--- config.mk ---
export PLATFORM = sky130hd
export DESIGN_NAME = counter_job_sequencer
export DESIGN_NICKNAME = d
export VERILOG_FILES = /design/src/rtl/counter_seq_pkg.sv /design/src/rtl/counter_seq_fifo.sv /design/src/rtl/counter_job_sequencer.sv
export SDC_FILE = /design/constraint.sdc
export NUM_CORES = 1
export LEC_CHECK = 0
export ABC_AREA = 1
export CAP_MARGIN = 10
export CORE_ASPECT_RATIO = 0.7
export CORE_MARGIN = 2
export CORE_UTILIZATION = 50
export CTS_BUF_LIST = sky130_fd_sc_hd__clkbuf_8
export CTS_CLUSTER_DIAMETER = 60
export DETAILED_ROUTE_END_ITERATION = 10
export HOLD_SLACK_MARGIN = 0.02
export PLACE_DENSITY = 0.74
export SLEW_MARGIN = 30
export SYNTH_ARGS = -nofsm -noshare
export SYNTH_HDL_FRONTEND = slang
export SYNTH_SLANG_ARGS = --single-unit
export TNS_END_PERCENT = 5
--- constraint.sdc ---
create_clock -name CLK -period 1.8 [get_ports CLK]
set_input_delay 0.36 -clock CLK [delete_from_list [all_inputs] [get_ports CLK]]
set_output_delay 0.36 -clock CLK [all_outputs]
set_load 0.1 [all_outputs]
--- src/rtl/counter_seq_pkg.sv ---
// Shared types for the counter job sequencer: FSM state encoding, queued job record
// and the default counter width the job record is sized for.
// No logic, no latency, no backpressure; types only.
package counter_seq_pkg;

    // Width of the counter being sequenced; job_t fields are sized from this.
    localparam int CNT_W_DEF = 4;

    typedef enum logic [2:0] {
        IDLE = 3'd0,
        LOAD = 3'd1,
        RUN  = 3'd2,
        DONE = 3'd3,
        ERR  = 3'd4
    } seq_state_e;

    // One counting job: load start_val, count in direction up until end_val.
    typedef struct packed {
        logic [CNT_W_DEF-1:0] start_val;
        logic [CNT_W_DEF-1:0] end_val;
        logic                 up;
    } job_t;

endpackage

--- src/rtl/counter_seq_fifo.sv ---
// Synchronous FIFO of job_t records; head is the oldest entry, shown combinationally.
// Latency: a pushed entry is visible on head/empty the cycle after the push edge.
// Backpressure: push is ignored while full (even with a same-cycle pop); pop ignored while empty.
//
// Ports: clk, rst_n (async active-low), push/push_data, pop, head, full, empty,
//        level (entries held, 0..DEPTH).
module counter_seq_fifo
    import counter_seq_pkg::*;
#(
    parameter int DEPTH = 4          // power of two, >= 2
) (
    input  logic                     clk,
    input  logic                     rst_n,
    input  logic                     push,
    input  job_t                     push_data,
    input  logic                     pop,
    output job_t                     head,
    output logic                     full,
    output logic                     empty,
    output logic [$clog2(DEPTH):0]   level
);

    localparam int AW = $clog2(DEPTH);

    job_t            mem [DEPTH];
    logic [AW-1:0]   wr_ptr;
    logic [AW-1:0]   rd_ptr;
    logic [AW:0]     cnt;
    logic            do_push;
    logic            do_pop;

    // Full is judged on the current count only, so a pop in the same cycle
    // never frees a slot for a simultaneous push.
    assign do_push = push && !full;
    assign do_pop  = pop && !empty;

    always_ff @(posedge clk or negedge rst_n) begin
        if (!rst_n) begin
            wr_ptr <= '0;
            rd_ptr <= '0;
            cnt    <= '0;
        end else begin
            if (do_push) begin
                wr_ptr <= wr_ptr + 1'b1;
            end
            if (do_pop) begin
                rd_ptr <= rd_ptr + 1'b1;
            end
            case ({do_push, do_pop})
                2'b10:   cnt <= cnt + 1'b1;
                2'b01:   cnt <= cnt - 1'b1;
                default: cnt <= cnt;
            endcase
        end
    end

    // Storage needs no reset: entries are only read once counted in.
    always_ff @(posedge clk) begin
        if (do_push) begin
            mem[wr_ptr] <= push_data;
        end
    end

    assign head  = mem[rd_ptr];
    assign full  = (cnt == (AW+1)'(DEPTH));
    assign empty = (cnt == '0);
    assign level = cnt;

endmodule

--- src/rtl/counter_job_sequencer.sv ---
// Queues {start,end,dir} jobs and runs them one at a time on an external up/down counter,
// pulsing done on reaching end and err when the watchdog (or optional abort) drops a job.
// Latency: LOAD starts one edge after the accepting edge; done/err pulse one cycle after match/timeout.
// Backpressure: job_ready = queue not full; pushes are refused while full, even during a pop.
//
// Ports: CLK, reset (async, active-low); job_valid/job_ready/job_start/job_end/job_up (command side);
//        cnt_value in, cnt_load/cnt_load_en/cnt_chnge/cnt_en/cnt_reset out (counter side);
//        busy, done, err, jobs_done (status).
// Build option: define COUNTER_SEQ_ABORT_EN to add the `abort` input, which forces a running
//               or loading job into ERR on the next edge.
module counter_job_sequencer
    import counter_seq_pkg::*;
#(
    parameter int CNT_W      = CNT_W_DEF,  // must match CNT_W_DEF, which sizes job_t
    parameter int FIFO_DEPTH = 4,
    parameter int TIMEOUT    = 32          // must exceed 2**CNT_W so any reachable end is met
) (
    input  logic             CLK,
    input  logic             reset,
    input  logic             job_valid,
    output logic             job_ready,
    input  logic [CNT_W-1:0] job_start,
    input  logic [CNT_W-1:0] job_end,
    input  logic             job_up,
    input  logic [CNT_W-1:0] cnt_value,
`ifdef COUNTER_SEQ_ABORT_EN
    input  logic             abort,
`endif
    output logic [CNT_W-1:0] cnt_load,
    output logic             cnt_load_en,
    output logic             cnt_chnge,
    output logic             cnt_en,
    output logic             cnt_reset,
    output logic             busy,
    output logic             done,
    output logic             err,
    output logic [7:0]       jobs_done
);

    localparam int TW = $clog2(TIMEOUT);
    localparam int LW = $clog2(FIFO_DEPTH) + 1;
    localparam logic [TW-1:0] TIMER_LAST = TW'(TIMEOUT - 1);

    seq_state_e  state;
    seq_state_e  state_nxt;
    logic [TW-1:0] timer;
    logic        dir_q;       // direction of the most recently loaded job
    logic [7:0]  done_cnt;

    job_t        q_in;
    job_t        head;
    logic        q_full;
    logic        q_empty;
    logic [LW-1:0] q_level;
    logic        q_push;
    logic        q_pop;

    logic        abort_req;
    logic        end_hit;
    logic        more_queued;

`ifdef COUNTER_SEQ_ABORT_EN
    assign abort_req = abort;
`else
    assign abort_req = 1'b0;
`endif

    // ------------------------------------------------------------------
    // Job queue. The job being executed stays at the head until DONE/ERR.
    // ------------------------------------------------------------------
    assign q_in.start_val = job_start;
    assign q_in.end_val   = job_end;
    assign q_in.up        = job_up;

    assign job_ready = !q_full;
    assign q_push    = job_valid && job_ready;
    assign q_pop     = (state == DONE) || (state == ERR);

    counter_seq_fifo #(
        .DEPTH     (FIFO_DEPTH)
    ) u_fifo (
        .clk       (CLK),
        .rst_n     (reset),
        .push      (q_push),
        .push_data (q_in),
        .pop       (q_pop),
        .head      (head),
        .full      (q_full),
        .empty     (q_empty),
        .level     (q_level)
    );

    // ------------------------------------------------------------------
    // Sequencing FSM
    // ------------------------------------------------------------------
    assign end_hit = (cnt_value == head.end_val);

    // In DONE/ERR the head is the finishing job; a second entry means the
    // next job can be loaded straight away without passing through IDLE.
    assign more_queued = (q_level > LW'(1));

    always_comb begin
        state_nxt = state;
        case (state)
            IDLE: begin
                if (!q_empty) begin
                    state_nxt = LOAD;
                end
            end
            LOAD: begin
                if (abort_req) begin
                    state_nxt = ERR;
                end else if (head.start_val == head.end_val) begin
                    state_nxt = DONE;
                end else begin
                    state_nxt = RUN;
                end
            end
            RUN: begin
                if (abort_req) begin
                    state_nxt = ERR;
                end else if (end_hit) begin
                    state_nxt = DONE;
                end else if (timer == TIMER_LAST) begin
                    state_nxt = ERR;
                end
            end
            DONE, ERR: begin
                state_nxt = more_queued ? LOAD : IDLE;
            end
            default: begin
                state_nxt = IDLE;
            end
        endcase
    end

    always_ff @(posedge CLK or negedge reset) begin
        if (!reset) begin
            state <= IDLE;
        end else begin
            state <= state_nxt;
        end
    end

    // Watchdog: counts RUN cycles; cleared on every load so each job gets a full budget.
    always_ff @(posedge CLK or negedge reset) begin
        if (!reset) begin
            timer <= '0;
        end else if (state == LOAD) begin
            timer <= '0;
        end else if (state == RUN) begin
            timer <= timer + 1'b1;
        end
    end

    // Direction is remembered so the counter keeps the last job's direction while idle.
    always_ff @(posedge CLK or negedge reset) begin
        if (!reset) begin
            dir_q <= 1'b1;
        end else if (state == LOAD) begin
            dir_q <= head.up;
        end
    end

    // Completed-job counter, free-running modulo 256; dropped jobs do not count.
    always_ff @(posedge CLK or negedge reset) begin
        if (!reset) begin
            done_cnt <= 8'd0;
        end else if (state == DONE) begin
            done_cnt <= done_cnt + 8'd1;
        end
    end

    // ------------------------------------------------------------------
    // Counter-side controls and status, decoded from the current state.
    // ------------------------------------------------------------------
    assign cnt_load_en = (state == LOAD);
    assign cnt_load    = (state == LOAD) ? head.start_val : '0;
    assign cnt_chnge   = (state == LOAD) ? head.up : dir_q;
    // Enable drops in the very cycle the end value is seen so the counter stops on it.
    assign cnt_en      = (state == RUN) && !end_hit;
    assign cnt_reset   = (state == ERR);
    assign busy        = (state != IDLE);
    assign done        = (state == DONE);
    assign err         = (state == ERR);
    assign jobs_done   = done_cnt;

endmodule

==> flow_summary_export.csv <==
group,metric,value,unit
run_status,status,"finished with violations",
run_status,violations,"negative setup slack",
sta,slew_headroom,77.1,%
route,drtPass1Iterations,4,
floorplanning,start_util,51.2,%
synthesis,synth_edf_count,36,
sta,finalSetupViolCount,8,
clocking,cts_hold_buf,0,
pwr,powerDensity,1970,nW/um2
critical_path,critical_path_class,"reg -> out",
global_route,grt-ovfl-total,0,
synthesis,synth.net_count,318,
cells_and_area,final_cell_count_no_fill,447,
global_route,grt_max_degree,25,
critical_path,required,1440,ps
placement,dp_cells,421,
critical_path,slowest_stage,"dfrtp_2",
floorplanning,die_area,6410,um2
job,maxCapViolCount,0,
pwr,p_sw,3.70,mW
clocking,h-tree-depth,3,
cells_and_area,multi_input_area,1110,um2
global_route,grt_pass1_wl,10400,um
placement,dpl.hpwl,4430,um
cells_and_area,seq_area,1690,um2
pwr,combPwrFrac,59.2,%
sta,rsz0062_at_grt,"true",
clocking,clock_latency,340,ps
sta,max_freq,460,MHz
pwr,vdd_drop_max,0.975,mV
critical_path,rrSetupSlack,-300,ps
synthesis,ys_ff_latch,60,
global_route,first_global_vias,2194,
synthesis,synth_area_leaders,"edfxtp_1 (37%), dfrtp_1 (20%), nand2_1 (9.9%), ha_1 (4.8%), inv_1 (4.4%)",
route,vias_per_cell,4.92,
critical_path,crit_family,"simple AND/OR/NAND/NOR gates",
critical_path,path_buf_inv,4,
cells_and_area,layout-drive-gt1-share,30.9,%
cells_and_area,antenna-diode-count,0,
synthesis,postSynthCellCount,291,
sta,hold_violations,0,
clocking,root_buffer,"clkbuf_8",
route,drc,0,
critical_path,rr_worst_depth,18,
clocking,clock_sinks,60,
sta,fin_crit,2170,ps
critical_path,max_stage_delay,460,ps
route,ant_nets,0,
placement,gp_congestion,0.778,
placement,port-buffer-count,35,
critical_path,path_cells,"buf_6 > nand2_1 > nand3_2 > nand2_2 > nand2_1 > nand2_1 > nand2_1 > inv_1 > nand2_1 > nand2_2 > inv_2 > buf_12",
critical_path,cp-end-kind,"output port",
pwr,p_seq_share,26.3,%
global_route,grt_use_total,22.1,%
route,drt_iter0_markers,101,
pwr,power.share.clock,14.5,%
pwr,swShare,46.0,%
synthesis,yosysMostFrequentCell,"nand2_1",
critical_path,reg2reg_from,"u_fifo.rd_ptr[0]",
synthesis,syn_area_per_cell,9.93,um2
sta,period_share,121,%
critical_path,rr_endpoint,"state[0]",
clocking,clock_path_buffers,2,
clocking,cts_tree,"built",
synthesis,yosysWarningCount,0,
synthesis,ys_seq_area_share,58.3,%
pwr,leakage,1.80,nW
min_path,min_path_type,"in -> async",
synthesis,synth_cell_type_count,29,
route,avgRoutedWirePerCell,14.1,um
floorplanning,die_x,94.9,um
synthesis,synth_common_cells,"nand2_1 (76), edfxtp_1 (36), inv_1 (34)",
sta,tightest_slew,341,ps
critical_path,crit_start,"u_fifo.rd_ptr[0]",
cells_and_area,area_delta_synth_final,41.2,%
route,vias,2198,
sta,worst_slack,-373,ps
synthesis,netlist_area,2890,um2
synthesis,async_flop_share,40.0,%
clocking,clkTransAtPathRegs,70,ps
route,routed_wl,6320,um
sta,slew_viol_final,0,
floorplanning,ios,36,
cells_and_area,fillers,417,
floorplanning,core,5640,um2
floorplanning,row_count,23,
global_route,grt_antenna_before_repair,0,
floorplanning,die_height,67.6,um
sta,hold_ws,380,ps
critical_path,worst_path_most_repeated_cell,"nand2_1",
cells_and_area,fin_nets,394,
critical_path,cp.arrival,1810,ps
critical_path,cp_max_fo,5,
synthesis,synthFlopType,"edfxtp_1",
sta,fin_skew,6.86,ps
synthesis,synth_top_cell_by_area,"edfxtp_1",
critical_path,start_kind,"flop",
clocking,cts_buffers,9,
synthesis,synth_top_area_share,37.4,%
pwr,power.internal,4.34,mW
==> worst max-delay path by stage <==
| stage | cells after the start | endpoint |
|---|---|---|
| after CTS | 12 | cnt_en |
| after global routing | 10 | cnt_en |
| final | 12 | cnt_en |
| after floorplan | 5 | cnt_load[1] |
| after global placement | 8 | cnt_en |
| after detailed placement | 8 | cnt_en |
==> layout by cell type (no fill, tap or decap), types with 2 or more instances in the layout <==
master,count
xor2_1,8
nor2_4,3
buf_12,21
inv_2,7
clkinv_4,2
ha_1,9
nand2_1,69
nand2_2,13
xnor2_1,5
nor2_2,3
nand4_1,2
dfrtp_2,2
clkdlybuf4s50_1,15
dfrtp_1,21
clkbuf_8,9
buf_4,33
nor2_1,21
edfxtp_1,36
clkinvlp_4,2
o211ai_1,4
nand3_1,21
buf_6,3
clkinv_2,2
inv_1,29
a21oi_1,4
nand3b_1,2
o21ai_0,7
ha_4,2
nand3_2,6
nor3_4,2
==> layout make-up <==
type,instances,share of cell area [%]
clock inverter,7,1.66
inverter,37,3.53
tap,75,2.30
clock buffer,9,3.04
multi-input combinational,187,27.3
timing repair buffer,72,20.9
sequential,60,41.3
==> per-layer routing <==
layer	GRT usage (%)	vias up	routed length, um
li1	-	1094	-
met1	29.0	1040	2870
met2	35.2	48	3030
met3	5.80	16	278
met4	9.24	0	136
met5	0	-	0
==> what timing repair did <==
item                       4_1_cts  5_1_grt
gates cloned                     1        0
buffers inserted                 7        2
resized for setup               20        5
setup endpoints to repair        8       14
pin swaps                       10        6
==> power by group through the flow <==
stage	Combinational, mW	Sequential, mW	Clock, mW
finish	4.77	2.11	1.17
global route	5.11	2.15	1.26
CTS	4.67	2.11	1.19
detailed placement	4.36	2.11	0
global placement	4.25	2.09	0
floorplan	2.60	2.32	0
==> per-stage QoR <==
step	cell area, um2	power, mW	setup TNS [ps]	worst slack (ps)	utilization, %
CTS	4040	7.97	-1730	-336	71.7
global placement	3740	6.35	-85.5	-85.5	66.4
floorplan	2950	4.92	-36220	-759	-
global route	4080	8.51	-2920	-479	72.3
detailed placement	3740	6.47	-116	-96.4	66.4
finish	4080	8.05	-1860	-373	72.3
==> registers in the layout (all words and copies together) (netlist names) <==
| register | count |
|---|---|
| u_fifo.mem | 36 |
| jobs_done | 8 |
| timer | 5 |
| state | 3 |
| u_fifo.level | 3 |
| u_fifo.rd_ptr | 2 |
| u_fifo.wr_ptr | 2 |
| dir_q | 1 |
==> worst register-to-register path: cells and delay by family (launching register included) <==
kind | cells | cell delay [ps]
AND/OR/NAND/NOR | 9 | 620
flip-flops | 1 | 440
buffers and inverters | 9 | 960
==> cells by family after synthesis <==
family | synth area share (%)
compound gates | 4.07
fa+ha+maj | 4.76
xor+xnor | 3.94
flops | 58.3
simple gates | 22.3
buf+inv | 6.71
Note: power is estimated with default switching activity, not from simulation.
